### config.mk
export PLATFORM = sky130hd
export DESIGN_NAME = mc_ctrl_unit_flat
export DESIGN_NICKNAME = d
export VERILOG_FILES = /design/src/rtl/mc_ctrl_pkg.sv /design/src/rtl/mc_ctrl_unit_if.sv /design/src/rtl/alu_ct_decode.sv /design/src/rtl/mc_ctrl_unit.sv /design/src/flat_wrapper.sv
export SDC_FILE = /design/constraint.sdc
export NUM_CORES = 1
export LEC_CHECK = 0
export BUFFER_PORTS_ARGS = -buffer_cell sky130_fd_sc_hd__clkbuf_2
export CAP_MARGIN = 0
export CORE_MARGIN = 2
export CORE_UTILIZATION = 40
export DETAILED_ROUTE_END_ITERATION = 8
export GPL_TIMING_DRIVEN = 1
export PLACE_DENSITY = 0.88
export SLEW_MARGIN = 20
export SYNTH_ARGS = -nofsm -noshare
export SYNTH_HDL_FRONTEND = slang
export SYNTH_SLANG_ARGS = --single-unit
### constraint.sdc
create_clock -name clk -period 1.6 [get_ports clk]
set_input_delay 0.08 -clock clk [delete_from_list [all_inputs] [get_ports clk]]
set_output_delay 0.08 -clock clk [all_outputs]
set_load 0.02 [all_outputs]
### src/rtl/mc_ctrl_pkg.sv
// Shared encodings for the multi-cycle MIPS control unit: opcodes, functs,
// ALU control codes, FSM states, datapath select codes and the DECODE
// dispatch function.
// Build option: CTRL_BNE_EN adds bne (opcode 000101) as a supported branch.
package mc_ctrl_pkg;

  localparam logic [5:0] OP_RTYPE = 6'b000000;
  localparam logic [5:0] OP_J     = 6'b000010;
  localparam logic [5:0] OP_BEQ   = 6'b000100;
  localparam logic [5:0] OP_BNE   = 6'b000101;
  localparam logic [5:0] OP_ADDI  = 6'b001000;
  localparam logic [5:0] OP_ORI   = 6'b001101;
  localparam logic [5:0] OP_LUI   = 6'b001111;
  localparam logic [5:0] OP_LW    = 6'b100011;
  localparam logic [5:0] OP_SW    = 6'b101011;

  localparam logic [5:0] FN_ADD   = 6'b100000;
  localparam logic [5:0] FN_SUB   = 6'b100010;
  localparam logic [5:0] FN_OR    = 6'b100101;

  localparam logic [3:0] ALU_ADD   = 4'b0010;
  localparam logic [3:0] ALU_SUB   = 4'b0110;
  localparam logic [3:0] ALU_OR    = 4'b1000;
  localparam logic [3:0] ALU_LUI   = 4'b1001;
  localparam logic [3:0] ALU_PASSA = 4'b1010;
  localparam logic [3:0] ALU_PASSB = 4'b1011;

  localparam logic       SRCA_PC     = 1'b0;
  localparam logic       SRCA_REG    = 1'b1;
  localparam logic [1:0] SRCB_REG    = 2'b00;
  localparam logic [1:0] SRCB_FOUR   = 2'b01;
  localparam logic [1:0] SRCB_IMM    = 2'b10;
  localparam logic [1:0] SRCB_BOFF   = 2'b11;
  localparam logic [1:0] PCSRC_ALU   = 2'b00;
  localparam logic [1:0] PCSRC_ALUOUT = 2'b01;
  localparam logic [1:0] PCSRC_JUMP  = 2'b10;

  typedef enum logic [3:0] {
    S_FETCH  = 4'd0,
    S_DECODE = 4'd1,
    S_MEMADR = 4'd2,
    S_MEMRD  = 4'd3,
    S_MEMWB  = 4'd4,
    S_MEMWR  = 4'd5,
    S_RTYPE  = 4'd6,
    S_ALUWB  = 4'd7,
    S_BRANCH = 4'd8,
    S_IEXEC  = 4'd9,
    S_IWB    = 4'd10,
    S_JUMP   = 4'd11
  } state_t;

  // Which kind of ALU operation the current state asks for.
  typedef enum logic [1:0] {
    CLS_ADD   = 2'd0,
    CLS_SUB   = 2'd1,
    CLS_RTYPE = 2'd2,
    CLS_IMM   = 2'd3
  } alu_cls_t;

  // Successor of DECODE; FETCH means the instruction is unsupported.
  function automatic state_t decode_next(input logic [5:0] op, input logic [5:0] fn);
    state_t nxt;
    nxt = S_FETCH;
    case (op)
      OP_LW, OP_SW: nxt = S_MEMADR;
      OP_RTYPE:     nxt = (fn == FN_ADD || fn == FN_SUB || fn == FN_OR) ? S_RTYPE : S_FETCH;
      OP_BEQ:       nxt = S_BRANCH;
`ifdef CTRL_BNE_EN
      OP_BNE:       nxt = S_BRANCH;
`endif
      OP_ADDI, OP_ORI, OP_LUI: nxt = S_IEXEC;
      OP_J:         nxt = S_JUMP;
      default:      nxt = S_FETCH;
    endcase
    return nxt;
  endfunction

endpackage

### src/rtl/mc_ctrl_unit_if.sv
// Control bundle between the multi-cycle datapath (master) and the control
// unit (slave): instruction fields and ALU flag in, datapath controls out.
interface mc_ctrl_unit_if;
  logic [5:0] opcode;
  logic [5:0] funct;
  logic       alu_zero;
  logic [3:0] alu_ct;
  logic       alu_src_a;
  logic [1:0] alu_src_b;
  logic       ext_op;
  logic [1:0] pc_src;
  logic       pc_write;
  logic       iord;
  logic       mem_read;
  logic       mem_write;
  logic       ir_write;
  logic       reg_dst;
  logic       mem_to_reg;
  logic       reg_write;
  logic       illegal;

  modport master (
    output opcode, funct, alu_zero,
    input  alu_ct, alu_src_a, alu_src_b, ext_op, pc_src, pc_write, iord,
           mem_read, mem_write, ir_write, reg_dst, mem_to_reg, reg_write, illegal
  );

  modport slave (
    input  opcode, funct, alu_zero,
    output alu_ct, alu_src_a, alu_src_b, ext_op, pc_src, pc_write, iord,
           mem_read, mem_write, ir_write, reg_dst, mem_to_reg, reg_write, illegal
  );
endinterface

### src/rtl/alu_ct_decode.sv
// Maps the state's ALU class plus opcode/funct onto the 4-bit ALU control code.
module alu_ct_decode
  import mc_ctrl_pkg::*;
(
  input  alu_cls_t   cls_i,
  input  logic [5:0] opcode_i,
  input  logic [5:0] funct_i,
  output logic [3:0] alu_ct_o
);

  // Unknown funct/opcode falls back to add; DECODE never routes them here.
  always_comb begin
    alu_ct_o = ALU_ADD;
    case (cls_i)
      CLS_SUB: alu_ct_o = ALU_SUB;
      CLS_RTYPE: begin
        case (funct_i)
          FN_SUB:  alu_ct_o = ALU_SUB;
          FN_OR:   alu_ct_o = ALU_OR;
          default: alu_ct_o = ALU_ADD;
        endcase
      end
      CLS_IMM: begin
        case (opcode_i)
          OP_ORI:  alu_ct_o = ALU_OR;
          OP_LUI:  alu_ct_o = ALU_LUI;
          default: alu_ct_o = ALU_ADD;
        endcase
      end
      default: alu_ct_o = ALU_ADD;
    endcase
  end

endmodule

### src/rtl/mc_ctrl_unit.sv
// Main control FSM of the multi-cycle MIPS core (Moore; outputs decoded from
// the state register, branch PC enable also from alu_zero).
// Build option: CTRL_BNE_EN makes bne a branch with pc_write = ~alu_zero;
// without it bne is reported as illegal.
//
//  state  | meaning
//  FETCH  | read instruction, load IR, PC += 4
//  DECODE | compute branch target, dispatch on opcode/funct
//  MEMADR | base + offset address for lw/sw
//  MEMRD  | data memory read at ALUOut
//  MEMWB  | write MDR to rt
//  MEMWR  | data memory write at ALUOut
//  RTYPE  | register-register ALU op
//  ALUWB  | write ALUOut to rd
//  BRANCH | compare, conditional PC load from ALUOut
//  IEXEC  | register-immediate ALU op
//  IWB    | write ALUOut to rt
//  JUMP   | PC load from jump target
module mc_ctrl_unit
  import mc_ctrl_pkg::*;
(
  input  logic             clk,
  input  logic             rst,
  mc_ctrl_unit_if.slave    ctl,
  output logic [3:0]       state_o
);

  state_t   state_q;
  alu_cls_t alu_cls;
  logic     br_take;

  // State register with synchronous reset and next-state dispatch.
  always_ff @(posedge clk) begin
    if (rst) begin
      state_q <= S_FETCH;
    end else begin
      case (state_q)
        S_FETCH:  state_q <= S_DECODE;
        S_DECODE: state_q <= decode_next(ctl.opcode, ctl.funct);
        S_MEMADR: state_q <= (ctl.opcode == OP_SW) ? S_MEMWR : S_MEMRD;
        S_MEMRD:  state_q <= S_MEMWB;
        S_RTYPE:  state_q <= S_ALUWB;
        S_IEXEC:  state_q <= S_IWB;
        default:  state_q <= S_FETCH;
      endcase
    end
  end

  // Branch condition; bne inverts the zero flag when supported.
  always_comb begin
`ifdef CTRL_BNE_EN
    br_take = (ctl.opcode == OP_BNE) ? ~ctl.alu_zero : ctl.alu_zero;
`else
    br_take = ctl.alu_zero;
`endif
  end

  alu_ct_decode u_alu_ct_decode (
    .cls_i    (alu_cls),
    .opcode_i (ctl.opcode),
    .funct_i  (ctl.funct),
    .alu_ct_o (ctl.alu_ct)
  );

  // Per-state datapath controls; reset masks every state-changing enable at once.
  always_comb begin
    alu_cls        = CLS_ADD;
    ctl.alu_src_a  = SRCA_PC;
    ctl.alu_src_b  = SRCB_REG;
    ctl.ext_op     = 1'b1;
    ctl.pc_src     = PCSRC_ALU;
    ctl.pc_write   = 1'b0;
    ctl.iord       = 1'b0;
    ctl.mem_read   = 1'b0;
    ctl.mem_write  = 1'b0;
    ctl.ir_write   = 1'b0;
    ctl.reg_dst    = 1'b0;
    ctl.mem_to_reg = 1'b0;
    ctl.reg_write  = 1'b0;
    ctl.illegal    = 1'b0;
    case (state_q)
      S_FETCH: begin
        ctl.mem_read  = 1'b1;
        ctl.ir_write  = 1'b1;
        ctl.alu_src_b = SRCB_FOUR;
        ctl.pc_write  = 1'b1;
      end
      S_DECODE: begin
        ctl.alu_src_b = SRCB_BOFF;
        ctl.illegal   = (decode_next(ctl.opcode, ctl.funct) == S_FETCH);
      end
      S_MEMADR: begin
        ctl.alu_src_a = SRCA_REG;
        ctl.alu_src_b = SRCB_IMM;
      end
      S_MEMRD: begin
        ctl.iord     = 1'b1;
        ctl.mem_read = 1'b1;
      end
      S_MEMWB: begin
        ctl.mem_to_reg = 1'b1;
        ctl.reg_write  = 1'b1;
      end
      S_MEMWR: begin
        ctl.iord      = 1'b1;
        ctl.mem_write = 1'b1;
      end
      S_RTYPE: begin
        ctl.alu_src_a = SRCA_REG;
        alu_cls       = CLS_RTYPE;
      end
      S_ALUWB: begin
        ctl.reg_dst   = 1'b1;
        ctl.reg_write = 1'b1;
      end
      S_BRANCH: begin
        ctl.alu_src_a = SRCA_REG;
        alu_cls       = CLS_SUB;
        ctl.pc_src    = PCSRC_ALUOUT;
        ctl.pc_write  = br_take;
      end
      S_IEXEC: begin
        ctl.alu_src_a = SRCA_REG;
        ctl.alu_src_b = SRCB_IMM;
        alu_cls       = CLS_IMM;
        ctl.ext_op    = (ctl.opcode != OP_ORI);
      end
      S_IWB: begin
        ctl.reg_write = 1'b1;
      end
      S_JUMP: begin
        ctl.pc_src   = PCSRC_JUMP;
        ctl.pc_write = 1'b1;
      end
      default: begin
      end
    endcase
    if (rst) begin
      ctl.pc_write  = 1'b0;
      ctl.ir_write  = 1'b0;
      ctl.mem_write = 1'b0;
      ctl.reg_write = 1'b0;
    end
  end

  assign state_o = state_q;

endmodule
### src/flat_wrapper.sv
// flat-port wrapper written by rule: the top's interface ports become plain ports
module mc_ctrl_unit_flat import mc_ctrl_pkg::*;
  (clk, rst, state_o, ctl_opcode, ctl_funct, ctl_alu_zero, ctl_alu_ct, ctl_alu_src_a, ctl_alu_src_b, ctl_ext_op, ctl_pc_src, ctl_pc_write, ctl_iord, ctl_mem_read, ctl_mem_write, ctl_ir_write, ctl_reg_dst, ctl_mem_to_reg, ctl_reg_write, ctl_illegal);
  mc_ctrl_unit_if ctl_i ();
  input  logic clk;
  input  logic rst;
  output logic [3:0] state_o;
  input wire logic [$bits(ctl_i.opcode)-1:0] ctl_opcode;
  input wire logic [$bits(ctl_i.funct)-1:0] ctl_funct;
  input wire logic [$bits(ctl_i.alu_zero)-1:0] ctl_alu_zero;
  output wire logic [$bits(ctl_i.alu_ct)-1:0] ctl_alu_ct;
  output wire logic [$bits(ctl_i.alu_src_a)-1:0] ctl_alu_src_a;
  output wire logic [$bits(ctl_i.alu_src_b)-1:0] ctl_alu_src_b;
  output wire logic [$bits(ctl_i.ext_op)-1:0] ctl_ext_op;
  output wire logic [$bits(ctl_i.pc_src)-1:0] ctl_pc_src;
  output wire logic [$bits(ctl_i.pc_write)-1:0] ctl_pc_write;
  output wire logic [$bits(ctl_i.iord)-1:0] ctl_iord;
  output wire logic [$bits(ctl_i.mem_read)-1:0] ctl_mem_read;
  output wire logic [$bits(ctl_i.mem_write)-1:0] ctl_mem_write;
  output wire logic [$bits(ctl_i.ir_write)-1:0] ctl_ir_write;
  output wire logic [$bits(ctl_i.reg_dst)-1:0] ctl_reg_dst;
  output wire logic [$bits(ctl_i.mem_to_reg)-1:0] ctl_mem_to_reg;
  output wire logic [$bits(ctl_i.reg_write)-1:0] ctl_reg_write;
  output wire logic [$bits(ctl_i.illegal)-1:0] ctl_illegal;
  assign ctl_i.opcode = ctl_opcode;
  assign ctl_i.funct = ctl_funct;
  assign ctl_i.alu_zero = ctl_alu_zero;
  assign ctl_alu_ct = ctl_i.alu_ct;
  assign ctl_alu_src_a = ctl_i.alu_src_a;
  assign ctl_alu_src_b = ctl_i.alu_src_b;
  assign ctl_ext_op = ctl_i.ext_op;
  assign ctl_pc_src = ctl_i.pc_src;
  assign ctl_pc_write = ctl_i.pc_write;
  assign ctl_iord = ctl_i.iord;
  assign ctl_mem_read = ctl_i.mem_read;
  assign ctl_mem_write = ctl_i.mem_write;
  assign ctl_ir_write = ctl_i.ir_write;
  assign ctl_reg_dst = ctl_i.reg_dst;
  assign ctl_mem_to_reg = ctl_i.mem_to_reg;
  assign ctl_reg_write = ctl_i.reg_write;
  assign ctl_illegal = ctl_i.illegal;
  mc_ctrl_unit u_core (.clk(clk), .rst(rst), .ctl(ctl_i), .state_o(state_o));
endmodule
# --- Word-level counts from Yosys, hierarchy flattened ---
# Cells that the tools add are included.
# W data, S select, Z words.
op_classes:
  n_addsub: 0
  multipliers: 0
  n_div: 0
  order_cmp: 0
  n_eq_ne: 25
  shifts: 0
  mux: 26
  n_bitwise: 0
  reduce_logical: 13
ops:
  columns: ["op", "count"]
  rows:
  - ["$eq A6 B6 Y1 const B", 5]
  - ["$pmux W4 S6", 1]
  - ["$pmux W4 S5", 1]
  - ["$eq A6 B4 Y1 const B", 3]
  - ["$eq A4 B3 Y1 const B", 4]
  - ["$eq A4 B4 Y1 const B", 4]
  - ["$pmux W4 S2", 2]
  - ["$mux W1", 14]
  - ["$pmux W2 S3", 2]
  - ["$pmux W4 S3", 1]
  - ["$reduce_or A2 Y1", 5]
  - ["$eq A4 B2 Y1 const B", 2]
  - ["$logic_not A4 Y1", 2]
  - ["$eq A6 B2 Y1 const B", 1]
  - ["$eq A6 B3 Y1 const B", 1]
  - ["$logic_not A6 Y1", 1]
  - ["$mux W3", 2]
  - ["$ne A6 B4 Y1 const B", 1]
  - ["$reduce_or A3 Y1", 2]
  - ["$eq A2 B2 Y1 const B", 2]
  - ["$eq A4 B1 Y1 const B", 1]
  - ["$mux W4", 1]
  - ["$pmux W2 S2", 1]
  - ["$reduce_or A4 Y1", 1]
  - ["other kinds (3)", 4]
totals:
  ff_bits: 4
  latchBits: 0
  ram_bits: 0
  mem_bits_ro: 0
  input_bits: 15
  output_inout_bits: 23
  wordCells: 65
  memories: 0

# --- Depth between registers and ports, before layout ---
depth:
  depth_word: 8
  mapped_depth: 6
  mapped_depth_nobuf: 4

# --- By module ---
# A second synthesis with hierarchy kept.
hier_totals:
  hier_cells: 89
  area_unflattened_um2: 595.6
modules_own_cells:
  columns: ["module", "instances", "cells_per_inst", "area_each_um2", "seq_area_each_um2"]
  rows:
  - ["mc_ctrl_unit", 1, 76, 515.5, 80.1]
  - ["alu_ct_decode", 1, 13, 80.1, 0.0]

# --- Least setup slack after synthesis ---
# OpenSTA, ideal clock, no wires.
synth_path:
  path_type: "flip-flop to output port"
  start: "reg u_core.state_q[0] (netlist: u_core.state_o[0])"
  end: "out ctl_reg_write"
  arrival_ns: 1.639
  t_required_ns: 1.520
  path_slack_ns: -0.119
  path_stages_with_launch: 7
  n_path_buf: 2
  cell_sequence: "dfxtp_1 > buf_6 > or2_2 > clkbuf_1 > nor2_1 > a21oi_1 > nor2_1"
synth_via:
  elab_chain_cells: 4
  word_cells_on_any_way: 6
  cone_classes: "3 x eq/ne; 2 x mux; 1 x reduce/logical"
synth_rtl:
  columns: ["element", "line", "text"]
  rows:
  - ["start: declaration", "mc_ctrl_unit.sv:28", "state_t state_q;"]
  - ["start signal: assignment", "mc_ctrl_unit.sv:39", "S_DECODE: state_q <= decode_next(ctl.opcode, ctl.funct);"]
  - ["start signal: assignment", "mc_ctrl_unit.sv:40", "S_MEMADR: state_q <= (ctl.opcode == OP_SW) ? S_MEMWR : S_MEMRD;"]
  - ["$eq A4 B3 Y1 / $eq A4 B4 Y1 (equally long branches)", "mc_ctrl_unit.sv:81", "case (state_q)"]
  - ["$reduce_or A3 Y1 (no source line) (*)", null, null]
  - ["$mux W1 (*)", "mc_ctrl_unit.sv:81", null]
  - ["$mux W1 (*)", "mc_ctrl_unit.sv:138", "if (rst) begin"]
  - ["end: declaration", "flat_wrapper.sv:23", "output wire logic [$bits(ctl_i.reg_write)-1:0] ctl_reg_write;"]
# Every way passes the cells marked *; elsewhere a longest branch is shown, timed or not.

# --- Worst setup path in the final report ---
layout_path:
  start: "in ctl_opcode[4]"
  end: "out ctl_illegal"
layout_via:
  elab_chain_cells: 6
  word_cells_on_any_way: 14
  cone_classes: "7 x eq/ne; 3 x mux; 4 x reduce/logical"
layout_rtl:
  columns: ["element", "line", "text"]
  rows:
  - ["start: declaration", "flat_wrapper.sv:8", "input wire logic [$bits(ctl_i.opcode)-1:0] ctl_opcode;"]
  - ["$eq A6 B4 Y1 / $eq A6 B6 Y1 (equally long branches)", "mc_ctrl_pkg.sv:65", "case (op)"]
  - ["$reduce_or A3 Y1 / $reduce_or A2 Y1 (equally long branches)", "mc_ctrl_pkg.sv:65", null]
  - ["$pmux W4 S5 (*)", "mc_ctrl_pkg.sv:65", null]
  - ["$mux W4 (*)", "mc_ctrl_unit.sv:81", null]
  - ["$logic_not A4 Y1 (*)", "mc_ctrl_unit.sv:90", "ctl.illegal = (decode_next(ctl.opcode, ctl.funct) == S_FETCH);"]
  - ["$mux W1 (*)", "mc_ctrl_unit.sv:81", null]
  - ["end: declaration", "flat_wrapper.sv:24", "output wire logic [$bits(ctl_i.illegal)-1:0] ctl_illegal;"]
# Every way passes the cells marked *; elsewhere a longest branch is shown, timed or not. The select of a mux whose other input is x is not followed.

==> results.cfg <==
[clock_tree]
clk_pin_slew_worst_paths_ps = 40
insertion_delay_ps = 240
cts_tree = done
cts_setup_buffers = 0
clock_tree.root_cell = clkbuf_4
cts_buffers = 3
hold_buffers = 0
clkSinkCount = 4
htreeDepth = 1
clock_path_buffers = 2

[final_layout]
fin_cells = 143
drive_gt1_frac = 0.4453
mostFrequentLayoutCells = clkbuf_2 (34), nor2_1 (10), o21ai_0 (7), buf_4 (7)
final_common_cell = clkbuf_2
area_delta_synth_final_pct = 47.27
largest_register_ffs = 4
fin_area_sq_um = 810.8
diodes = 0
nets = 145

[synth]
synth_edf_count = 0
ys_seq_area_frac = 0.1455
synth_xor_area_frac = 0.04773
synth.area.mux_share = 0.01818
syn-num-nets = 103
synthSimpleGateAreaFrac = 0.4795
ys_ff_latch = 4
syn_inst = 88
yosysWarningCount = 0
synth_flop_cell = dfxtp_1
postSynth.asyncResetShare = 0
synth_compound_area_frac = 0.2114
synth_adder_area_share = 0
syn_area_sq_um = 550.5
synth_top_family_by_area = simple AND/OR/NAND/NOR gates
synth_cell_types = 33
syn_area_per_cell_sq_um = 6.256

[critical_path]
cpMostUsedCell = clkbuf_2
path_cells = clkbuf_2 > or4_2 > nor3_2 > nand3_1 > and3_1 > clkbuf_2
end_kind = output port
crit_required_ps = 1520
slowest_stage = or4_2
cp_num_buf_inv = 2
crit_family = simple AND/OR/NAND/NOR gates
critical_path_arrival_ps = 1450
cpPeakStageDelay_ps = 680
start_kind = input pin
critPathKind = input pin to output port
critical_path.max_fanout = 4

[sta]
max_freq_ghz = 0.6515
post-route-period-util = 0.9593
slew_headroom = 0.7765
worstMarginPinSlew_ps = 326.8
finClkSkew_ps = 2.173
grt_setup_unrepaired = true
final_max_slew_viol_count = 0
hold_ws_ps = 172.7
fin_crit_ps = 1535
setup_violations = 0
hold_viol = 0

[pwr]
vdd_drop_max_uv = 255.2
powerDensity_nw_per_um2 = 469.5
p_leak_uw = 0.0003803

[floorplan]
fp.dieW_microns = 41.10
start_util = 0.4231
dieArea_sq_um = 1689
coreArea_sq_um = 1301
die_h_microns = 41.10
io_pins = 38
num_rows = 13

[placed_design]
place_congestion = 0.8805
dpl_cell_area_sq_um = 768.2
dp_cells = 140
portBuffers = 37
dpl.hpwl_microns = 1395

[drt]
drcViolationCount = 0
antenna_left = 0
detail_route.wl_per_cell_microns = 12.41
drt_iter0_drc = 38
vias_per_cell = 5.727
num_vias = 819
routed_wl_microns = 1774
dr.pass1.iters = 4

[global_route]
grt_util_all_layers = 0.2325
antenna_found_initial = 0
grt_pass1_wl_microns = 2608
grt_start_max_net_pins = 10
globalRoute.totalOverflow = 0
grt_pass1_vias = 640

[hold_path]
hp-class = input pin to flop

[outcome]
status = complete, no violations

[job]
drv_cap = 0
[report_power, final]
| group | internal (uW) | switching [uW] | leakage, uW |
|---|---|---|---|
| logic | 58.1 | 83.7 | 0.000333 |
| registers | 104 | 6.62 | 0.0000333 |
| clock network | 84.1 | 44.3 | 0.0000138 |
[final timing paths]
check / startpoint / to / slack, ps / cells past startpoint
max: ctl_opcode[4] / ctl_illegal / 70 / 6
min: rst / u_core.state_o[3]$_SDFF_PP0_ / 170 / 2
max reg2reg: u_core.state_o[2]$_SDFF_PP0_ / u_core.state_o[1]$_SDFF_PP0_ / 250 / 4
min reg2reg: u_core.state_o[3]$_SDFF_PP0_ / u_core.state_o[3]$_SDFF_PP0_ / 630 / 2
[cell usage after synthesis (2+ instances only)]
| master | n | share of area |
|---|---|---|
| xnor2_1 | 2 | 0.032 |
| nand2b_1 | 3 | 0.034 |
| nor2_1 | 12 | 0.082 |
| a21oi_1 | 6 | 0.055 |
| nand2_1 | 6 | 0.041 |
| dfxtp_1 | 4 | 0.15 |
| nand3_1 | 3 | 0.027 |
| or3_1 | 3 | 0.034 |
| nand4_1 | 3 | 0.034 |
| o21ai_0 | 7 | 0.064 |
| inv_1 | 4 | 0.027 |
| a31oi_1 | 2 | 0.023 |
| and3_1 | 3 | 0.034 |
| nor3_1 | 8 | 0.073 |
| clkbuf_1 | 2 | 0.014 |
| or2_2 | 2 | 0.023 |
| buf_4 | 2 | 0.027 |
[cell families after synthesis]
logic type / Yosys count
xor+xnor: 3
flops: 4
buf+inv: 10
simple gates: 50
compound gates: 20
mux: 1
[repair_timing]
action,4_1_cts,5_1_grt
pin swaps,0,1
gates resized for setup,3,8
endpoints found under the setup margin,3,5
[final cells by class]
class,instances,area (sq um)
Clock buffer,3,22.52
Fill cell,122,490.5
Inverter,4,15.01
Multi-Input combinational cell,74,439.2
Sequential cell,4,82.58
Tap cell,15,18.77
Timing Repair Buffer,43,232.7
[per-stage QoR]
| step | setup WS [ps] | util | setup TNS (ps) | power [uW] |
|---|---|---|---|---|
| 2_1_floorplan | -22.71 | - | -22.71 | 195.1 |
| 3_3_place_gp | 63.85 | 0.5904 | 0 | 243.4 |
| 3_5_place_dp | 48.98 | 0.5904 | 0 | 247.4 |
| 4_1_cts | 36.21 | 0.6115 | 0 | 378.5 |
| 5_1_grt | -8.822 | 0.6231 | -8.822 | 402.9 |
| 6_report | 65.18 | 0.6231 | 0 | 380.6 |
[routing by layer]
| layer | vias to the layer above | routed length (microns) | track usage |
|---|---|---|---|
| met2 | 43 | 920 | 0.3789 |
| met1 | 373 | 709 | 0.2958 |
| met3 | 2 | 129 | 0.02174 |
| met4 | 0 | 16 | 0.1290 |
| li1 | 401 | - | - |
| met5 | - | 0 | 0 |
Note: power is estimated with default switching activity, not from simulation.
